File: config.mk
export PLATFORM = sky130hd
export DESIGN_NAME = acc_seq_ctrl_flat
export DESIGN_NICKNAME = d
export VERILOG_FILES = /design/src/rtl/acc_seq_if.sv /design/src/rtl/acc_seq_ctrl.sv /design/src/flat_wrapper.sv
export SDC_FILE = /design/constraint.sdc
export NUM_CORES = 1
export LEC_CHECK = 0
export BUFFER_PORTS_ARGS = -buffer_cell sky130_fd_sc_hd__buf_2
export CAP_MARGIN = 40
export CORE_MARGIN = 2
export CORE_UTILIZATION = 48
export CTS_CLUSTER_SIZE = 40
export DETAILED_ROUTE_END_ITERATION = 12
export GPL_TIMING_DRIVEN = 0
export PLACE_DENSITY = 0.75
export SLEW_MARGIN = 20
export SYNTH_ARGS = -nofsm -noshare
export SYNTH_HDL_FRONTEND = slang
export SYNTH_SLANG_ARGS = --single-unit
File: constraint.sdc
create_clock -name clk -period 1.3 [get_ports clk]
set_input_delay 0.13 -clock clk [delete_from_list [all_inputs] [get_ports clk]]
set_output_delay 0.13 -clock clk [all_outputs]
set_load 0.02 [all_outputs]
File: src/rtl/acc_seq_if.sv
// Handshake and control bundle between the accumulator sequencer and its surroundings.
// master: sequencer side (drives memory request and datapath controls).
// slave : memory / datapath side (drives run, opcode, zero flag and ack).
// Ports (master view):
//   in : run_i, ir_op_i[OPW], acc_zero_i, mem_ack_i
//   out: mem_req_o, mem_we_o, addr_sel_o, acc_oe_o, ld_ir_o, pc_inc_o, pc_load_o,
//        en_da_o, alu_op_o[3], halted_o, bus_err_o, illegal_o
interface acc_seq_if #(
    parameter int OPW = 4
);
    logic           run_i;
    logic [OPW-1:0] ir_op_i;
    logic           acc_zero_i;
    logic           mem_ack_i;

    logic           mem_req_o;
    logic           mem_we_o;
    logic           addr_sel_o;
    logic           acc_oe_o;
    logic           ld_ir_o;
    logic           pc_inc_o;
    logic           pc_load_o;
    logic           en_da_o;
    logic [2:0]     alu_op_o;
    logic           halted_o;
    logic           bus_err_o;
    logic           illegal_o;

    modport master (
        input  run_i, ir_op_i, acc_zero_i, mem_ack_i,
        output mem_req_o, mem_we_o, addr_sel_o, acc_oe_o, ld_ir_o, pc_inc_o,
               pc_load_o, en_da_o, alu_op_o, halted_o, bus_err_o, illegal_o
    );

    modport slave (
        output run_i, ir_op_i, acc_zero_i, mem_ack_i,
        input  mem_req_o, mem_we_o, addr_sel_o, acc_oe_o, ld_ir_o, pc_inc_o,
               pc_load_o, en_da_o, alu_op_o, halted_o, bus_err_o, illegal_o
    );
endinterface

File: src/rtl/acc_seq_ctrl.sv
// Fetch/decode/execute sequencer for the single-accumulator 8-bit ISA.
// Latency: fetch and memory phases last 1+ack-wait cycles, decode is exactly 1 cycle.
// Backpressure: mem_req is held until mem_ack; TIMEOUT un-acked cycles -> sticky bus_err + HALT.
// Ports: clk (rising edge), clr (async active-low reset), bus (acc_seq_if.master, see interface).
module acc_seq_ctrl #(
    parameter int OPW     = 4,
    parameter int TIMEOUT = 15
) (
    input  logic      clk,
    input  logic      clr,
    acc_seq_if.master bus
);
    typedef enum logic [2:0] {
        S_IDLE, S_FETCH, S_DECODE, S_MEM_RD, S_MEM_WR, S_HALT
    } state_t;

    localparam logic [OPW-1:0] OP_NOP = OPW'(0);
    localparam logic [OPW-1:0] OP_LDA = OPW'(1);
    localparam logic [OPW-1:0] OP_STA = OPW'(2);
    localparam logic [OPW-1:0] OP_ADD = OPW'(3);
    localparam logic [OPW-1:0] OP_SUB = OPW'(4);
    localparam logic [OPW-1:0] OP_AND = OPW'(5);
    localparam logic [OPW-1:0] OP_OR  = OPW'(6);
    localparam logic [OPW-1:0] OP_JMP = OPW'(7);
    localparam logic [OPW-1:0] OP_JZ  = OPW'(8);
    localparam logic [OPW-1:0] OP_HLT = OPW'(15);

    localparam logic [2:0] ALU_PASS = 3'b000;
    localparam logic [2:0] ALU_ADD  = 3'b001;
    localparam logic [2:0] ALU_SUB  = 3'b010;
    localparam logic [2:0] ALU_AND  = 3'b011;
    localparam logic [2:0] ALU_OR   = 3'b100;

    // Value of wait_q in the last permitted un-acked request cycle.
    localparam logic [7:0] WAIT_LAST = 8'(TIMEOUT - 1);

    state_t     state_q, state_d;
    state_t     after_ins;
    logic [7:0] wait_q, wait_d;
    logic       bus_err_q, bus_err_d;
    logic [2:0] alu_q, alu_d;

    // State register; clr drops straight to IDLE so all decoded outputs fall at once.
    always_ff @(posedge clk or negedge clr) begin
        if (!clr) begin
            state_q   <= S_IDLE;
            wait_q    <= '0;
            bus_err_q <= 1'b0;
            alu_q     <= ALU_PASS;
        end else begin
            state_q   <= state_d;
            wait_q    <= wait_d;
            bus_err_q <= bus_err_d;
            alu_q     <= alu_d;
        end
    end

    // Next-state logic. wait_d defaults to 0 so the counter is clear on
    // entry to every request state and only counts while a request stalls.
    always_comb begin
        state_d   = state_q;
        wait_d    = '0;
        bus_err_d = bus_err_q;
        alu_d     = alu_q;
        // Completing an instruction returns to IDLE instead of FETCH when run is low.
        after_ins = bus.run_i ? S_FETCH : S_IDLE;
        case (state_q)
            S_IDLE: begin
                if (bus.run_i) state_d = S_FETCH;
            end
            S_FETCH, S_MEM_RD, S_MEM_WR: begin
                // An ack in the final permitted cycle still beats the timeout.
                if (bus.mem_ack_i) begin
                    state_d = (state_q == S_FETCH) ? S_DECODE : after_ins;
                end else if (wait_q == WAIT_LAST) begin
                    bus_err_d = 1'b1;
                    state_d   = S_HALT;
                end else begin
                    wait_d = wait_q + 8'd1;
                end
            end
            S_DECODE: begin
                case (bus.ir_op_i)
                    OP_HLT: state_d = S_HALT;
                    OP_LDA: begin alu_d = ALU_PASS; state_d = S_MEM_RD; end
                    OP_ADD: begin alu_d = ALU_ADD;  state_d = S_MEM_RD; end
                    OP_SUB: begin alu_d = ALU_SUB;  state_d = S_MEM_RD; end
                    OP_AND: begin alu_d = ALU_AND;  state_d = S_MEM_RD; end
                    OP_OR:  begin alu_d = ALU_OR;   state_d = S_MEM_RD; end
                    OP_STA: state_d = S_MEM_WR;
                    default: state_d = after_ins;  // NOP, JMP, JZ, undefined
                endcase
            end
            S_HALT:  state_d = S_HALT;
            default: state_d = S_IDLE;
        endcase
    end

    // Output decode. alu_op comes from a register latched in DECODE so it
    // stays stable for the whole read even if the IR input wiggles.
    always_comb begin
        bus.mem_req_o  = 1'b0;
        bus.mem_we_o   = 1'b0;
        bus.addr_sel_o = 1'b0;
        bus.acc_oe_o   = 1'b0;
        bus.ld_ir_o    = 1'b0;
        bus.pc_inc_o   = 1'b0;
        bus.pc_load_o  = 1'b0;
        bus.en_da_o    = 1'b0;
        bus.alu_op_o   = ALU_PASS;
        bus.halted_o   = 1'b0;
        bus.illegal_o  = 1'b0;
        bus.bus_err_o  = bus_err_q;
        case (state_q)
            S_FETCH: begin
                bus.mem_req_o = 1'b1;
                bus.ld_ir_o   = bus.mem_ack_i;
                bus.pc_inc_o  = bus.mem_ack_i;
            end
            S_DECODE: begin
                case (bus.ir_op_i)
                    OP_JMP: bus.pc_load_o = 1'b1;
                    OP_JZ:  bus.pc_load_o = bus.acc_zero_i;
                    OP_NOP, OP_LDA, OP_STA, OP_ADD, OP_SUB, OP_AND, OP_OR, OP_HLT: ;
                    default: bus.illegal_o = 1'b1;
                endcase
            end
            S_MEM_RD: begin
                bus.mem_req_o  = 1'b1;
                bus.addr_sel_o = 1'b1;
                bus.alu_op_o   = alu_q;
                bus.en_da_o    = bus.mem_ack_i;
            end
            S_MEM_WR: begin
                bus.mem_req_o  = 1'b1;
                bus.mem_we_o   = 1'b1;
                bus.addr_sel_o = 1'b1;
                bus.acc_oe_o   = 1'b1;
            end
            S_HALT:  bus.halted_o = 1'b1;
            default: ;
        endcase
    end
endmodule

File: src/flat_wrapper.sv
// flat-port wrapper written by rule: the top's interface ports become plain ports
module acc_seq_ctrl_flat 
#(
    parameter int OPW     = 4,
    parameter int TIMEOUT = 15
)
  (clk, clr, bus_run_i, bus_ir_op_i, bus_acc_zero_i, bus_mem_ack_i, bus_mem_req_o, bus_mem_we_o, bus_addr_sel_o, bus_acc_oe_o, bus_ld_ir_o, bus_pc_inc_o, bus_pc_load_o, bus_en_da_o, bus_alu_op_o, bus_halted_o, bus_bus_err_o, bus_illegal_o);
  acc_seq_if #(.OPW(OPW)) bus_i ();
  input  logic clk;
  input  logic clr;
  input wire logic [$bits(bus_i.run_i)-1:0] bus_run_i;
  input wire logic [$bits(bus_i.ir_op_i)-1:0] bus_ir_op_i;
  input wire logic [$bits(bus_i.acc_zero_i)-1:0] bus_acc_zero_i;
  input wire logic [$bits(bus_i.mem_ack_i)-1:0] bus_mem_ack_i;
  output wire logic [$bits(bus_i.mem_req_o)-1:0] bus_mem_req_o;
  output wire logic [$bits(bus_i.mem_we_o)-1:0] bus_mem_we_o;
  output wire logic [$bits(bus_i.addr_sel_o)-1:0] bus_addr_sel_o;
  output wire logic [$bits(bus_i.acc_oe_o)-1:0] bus_acc_oe_o;
  output wire logic [$bits(bus_i.ld_ir_o)-1:0] bus_ld_ir_o;
  output wire logic [$bits(bus_i.pc_inc_o)-1:0] bus_pc_inc_o;
  output wire logic [$bits(bus_i.pc_load_o)-1:0] bus_pc_load_o;
  output wire logic [$bits(bus_i.en_da_o)-1:0] bus_en_da_o;
  output wire logic [$bits(bus_i.alu_op_o)-1:0] bus_alu_op_o;
  output wire logic [$bits(bus_i.halted_o)-1:0] bus_halted_o;
  output wire logic [$bits(bus_i.bus_err_o)-1:0] bus_bus_err_o;
  output wire logic [$bits(bus_i.illegal_o)-1:0] bus_illegal_o;
  assign bus_i.run_i = bus_run_i;
  assign bus_i.ir_op_i = bus_ir_op_i;
  assign bus_i.acc_zero_i = bus_acc_zero_i;
  assign bus_i.mem_ack_i = bus_mem_ack_i;
  assign bus_mem_req_o = bus_i.mem_req_o;
  assign bus_mem_we_o = bus_i.mem_we_o;
  assign bus_addr_sel_o = bus_i.addr_sel_o;
  assign bus_acc_oe_o = bus_i.acc_oe_o;
  assign bus_ld_ir_o = bus_i.ld_ir_o;
  assign bus_pc_inc_o = bus_i.pc_inc_o;
  assign bus_pc_load_o = bus_i.pc_load_o;
  assign bus_en_da_o = bus_i.en_da_o;
  assign bus_alu_op_o = bus_i.alu_op_o;
  assign bus_halted_o = bus_i.halted_o;
  assign bus_bus_err_o = bus_i.bus_err_o;
  assign bus_illegal_o = bus_i.illegal_o;
  acc_seq_ctrl #(.OPW(OPW), .TIMEOUT(TIMEOUT)) u_core (.clk(clk), .clr(clr), .bus(bus_i));
endmodule
Word-level counts from Yosys, hierarchy flattened:

Index checks and enable logic that the tools add are counted.

* flip-flop bits (word level): 15
* input port bits: 9
* output and inout port bits: 14
* logic and storage cells: 55

* $add $sub $neg: 1
* equal/unequal tests: 17
* multiplexer cells: 22
* bitwise logic cells: 1
* reductions and logical operators: 10

Operators with widths (number)
* $mux 8: 3
* $eq 4x3->1 const B: 4
* $mux 3: 5
* $pmux 3 s5: 1
* $pmux 3 s4: 1
* $mux 1: 10
* $reduce_or 10->1: 1
* $pmux 3 s3: 1
* $add 8x1->8 const B: 1
* $eq 4x2->1 const B: 2
* $eq 4x4->1 const B: 2
* $eq 8x4->1 const B: 1
* $eq 3x2->1 const B: 2
* $eq 3x3->1 const B: 2
* $reduce_bool 5->1: 1
* $reduce_or 5->1: 1
* $eq 4x1->1 const B: 1
* $logic_not 4->1: 1
* $reduce_and 2->1: 2
* $eq 3x1->1 const B: 1
* $logic_not 3->1: 1
* $ne 3x1->1 const B: 1
* $reduce_and 3->1: 1
* $reduce_or 3->1: 1
* 4 further kinds: 4

Longest topological paths before layout:

* depth after elaboration: 4
* gate-level depth with buffers: 6
* mapped depth without buffers: 6

Least setup slack after synthesis:

OpenSTA, ideal clock, no wires.

* kind: register -> output
* from: register u_core.state_q[2]
* to: output bus_illegal_o
* arrival: 1341 ps
* path slack: -171 ps
* stages on the path, launching flop included: 5
* buffers on the path: 1
* cell sequence: dfrtp_1 buf_6 nor3b_1 nand2_1 nor3_1

* cells in the longest elaborated chain, start to end: 2

Ends and longest elaborated chain
* from (decl): RTL line acc_seq_ctrl.sv:37 `state_t state_q, state_d;`
* from (signal assigned): RTL line acc_seq_ctrl.sv:51 `state_q <= state_d;`
* $eq 3x2->1: RTL line acc_seq_ctrl.sv:114 `case (state_q)`
* $mux 1: RTL line acc_seq_ctrl.sv:114
* to (decl): RTL line flat_wrapper.sv:26 `output wire logic [$bits(bus_i.illegal_o)-1:0] bus_illegal_o;`

No other way between the ends.

Final worst setup path:

* from: register u_core.state_q[0]
* to: output bus_pc_inc_o

* cells in the longest elaborated chain, start to end: 2

Ends and longest elaborated chain
* $eq 3x1->1: RTL line acc_seq_ctrl.sv:114
* $mux 1: RTL line acc_seq_ctrl.sv:114
* to (decl): RTL line flat_wrapper.sv:20 `output wire logic [$bits(bus_i.pc_inc_o)-1:0] bus_pc_inc_o;`

No other way between the ends.

==> impl_metrics.json <==
{
  "async_flop_share_pct": 100,
  "path_class": "reg -> out",
  "rows": 16,
  "hold_class": "in -> reg",
  "violations": "negative setup slack",
  "reg2reg_to": "u_core.state_q[2]",
  "skew_ns": 0.00424,
  "antenna_found_initial": 0,
  "pre_cts_ws_ns": -0.306,
  "worst_setup_path_start_kind": "flip-flop",
  "syn_nets": 129,
  "ios": 23,
  "ys_ff_latch": 15,
  "cts_tree": "yes",
  "rsz0062_at_grt": "true",
  "vias_per_cell": 5.75,
  "status": "finished with violations",
  "leakagePower_nw": 0.717,
  "root_buffer": "clkbuf_4",
  "tns_ns": -7.56,
  "hold_viol_final": 0,
  "num_antenna_cells": 0,
  "first_pass_iters": 4,
  "initial_utilization_pct": 52.2,
  "holdWs_ns": 0.183,
  "synth_warnings": 0,
  "period_needed_ns": 1.69,
  "grt.overflow.total": 0,
  "timing.fmax_ghz": 0.593,
  "drive_gt1_share_pct": 56.0,
  "worst_slack_ns": -0.385,
  "io_buffers": 21,
  "grt_pass1_wl_mm": 4.18,
  "drv_slew": 0,
  "post-route-period-util_pct": 130,
  "critPathCapture": "bus_pc_inc_o",
  "yosysSeqAreaShare_pct": 35.5,
  "crit_path_start": "u_core.state_q[0]",
  "htree_levels": 1,
  "r2r_start": "u_core.state_q[0]",
  "finalNetCount": 171,
  "grt_pass1_vias": 927,
  "layout_commonest_cell": "buf_6",
  "critPathCaptureType": "output pin",
  "yosysTopAreaCell": "dfrtp_1",
  "yosys-top-cells-area": "dfrtp_1 (36%), xor2_1 (4.1%), nor2_1 (3.9%)",
  "cap_violations": 0,
  "die_w_um": 50.9,
  "utilization_pct": 78.3,
  "cts.sinks": 15,
  "dieArea_mm2": 0.00259,
  "synth-edff-count": 0,
  "synth-main-ff-cell": "dfrtp_1",
  "final_cells": 186,
  "syn_area_per_cell_um2": 8.95,
  "wl_per_cell_um": 16.2,
  "cp_max_fo": 4,
  "critPathMaxStageDelay_ns": 0.44,
  "setup_viol": 28,
  "ir_drop_mv": 1.26,
  "most-common-layout-cells": "buf_6 (18), dfrtp_1 (14), buf_4 (13)",
  "clockBufferDepth": 2,
  "drc": 0,
  "first_iter_violations": 27,
  "rrSetupSlack_ns": -0.32,
  "p_per_area_mw_per_mm2": 1800,
  "insertion_delay_ns": 0.29,
  "gp_congestion": 0.873,
  "maxSlewHeadroom_pct": 76.6,
  "crit_chain": "buf_6 > and2b_2 > nand3b_1 > inv_2 > buf_6 > buf_6",
  "cp_slowest_cell": "dfrtp_2",
  "synth_top_area_share_pct": 35.5,
  "cp.arrival_ns": 1.56,
  "hpwl_mm": 1.65,
  "area_delta_synth_final_pct": 49.9,
  "grtUsageTotal_pct": 21.7,
  "path_common_cell": "buf_6",
  "rr_worst_depth": 6,
  "vias": 1070,
  "core_area_mm2": 0.00202,
  "ys_types": 49,
  "ant_nets": 0,
  "netlist_area_mm2": 0.00106,
  "grt_max_degree": 16,
  "path_clk_slew_ns": 0.09,
  "drt_wl_total_mm": 3.01,
  "tightest_slew_ns": 0.351,
  "place_inst": 166,
  "cts-buffers-inserted": 3,
  "die_y_um": 50.9,
  "worstPathRequired_ns": 1.17,
  "holdPathStages": 4,
  "synthCells": 118
}
## logic make-up after synthesis
family                   count (synthesis)  share of synthesized area (%)
AO/OA/AOI/OAI                           27                           19.6
adder cells (fa/ha/maj)                  2                           2.37
buffers and inverters                   15                           8.77
XOR/XNOR                                 6                           4.98
flip-flops                              15                           35.5
AND/OR/NAND/NOR                         53                           28.8
## synth_stat cells, types with 4 or more instances
| cell | n |
|---|---|
| dfrtp_1 | 15 |
| nor2_1 | 11 |
| a21oi_1 | 7 |
| and3_1 | 6 |
| nand2_1 | 6 |
| inv_1 | 5 |
| nor3_1 | 5 |
| xor2_1 | 5 |
| nand2b_1 | 4 |
## area by class of cell
| class | instances | area, µm² |
|---|---|---|
| timing repair buffer | 37 | 317 |
| clock buffer | 4 | 26.3 |
| sequential | 15 | 377 |
| tap | 27 | 33.8 |
| multi-input combinational | 88 | 726 |
| fill | 134 | 439 |
| buffer | 10 | 82.6 |
| inverter | 5 | 21.3 |
## critical path: cells and delay by family, from the launching register on
family / cells / cell delay (ns)
flip-flops: 1 / 0.44
buffers and inverters: 4 / 0.43
AND/OR/NAND/NOR: 2 / 0.39
## worst min path at each step
stage | startpoint | endpoint | slack (ns)
4_1_cts | bus_ir_op_i[3] | u_core.state_q[1] | 0.18
3_3_place_gp | clr | u_core.state_q[2] | 0.05
2_1_floorplan | clr | u_core.alu_q[0] | -0.17
3_5_place_dp | clr | u_core.state_q[2] | 0.06
5_1_grt | bus_ir_op_i[3] | u_core.state_q[1] | 0.19
6_report | bus_ir_op_i[3] | u_core.state_q[1] | 0.18
## layer usage
layer  global-route usage [%]  part of all wire (%)
met1                     26.7                    43
met2                     35.9                    51
met3                     5.26                   4.4
met4                     9.46                   2.0
met5                        0                     0
## report_power, final
group | switching, W | internal [W]
combinational | 0.000916 | 0.000998
sequential | 0.000106 | 0.000564
clock | 0.000149 | 0.000119
total | 0.00117 | 0.00168
## state kept, by name, summed over array words and instances (netlist names)
| register | cells |
|---|---|
| u_core.state_q | 3 |
| u_core.wait_q | 8 |
| u_core.alu_q | 3 |
| u_core.bus.bus_err_o | 1 |
## stage by stage
stage | power [W] | area (µm²)
global route | 0.00298 | 1580
global placement | 0.00169 | 1210
detailed placement | 0.00172 | 1210
CTS | 0.00245 | 1430
floorplan | 0.00145 | 1080
finish | 0.00285 | 1580
## repair_timing
action	CTS	global route
hold buffers	1	0
resized for setup	34	28
cloned	0	0
pin swaps	5	18
hold endpoints to repair	15	0
setup buffers	10	8
setup endpoints to repair	28	28
(Power assumes the default switching activity.)
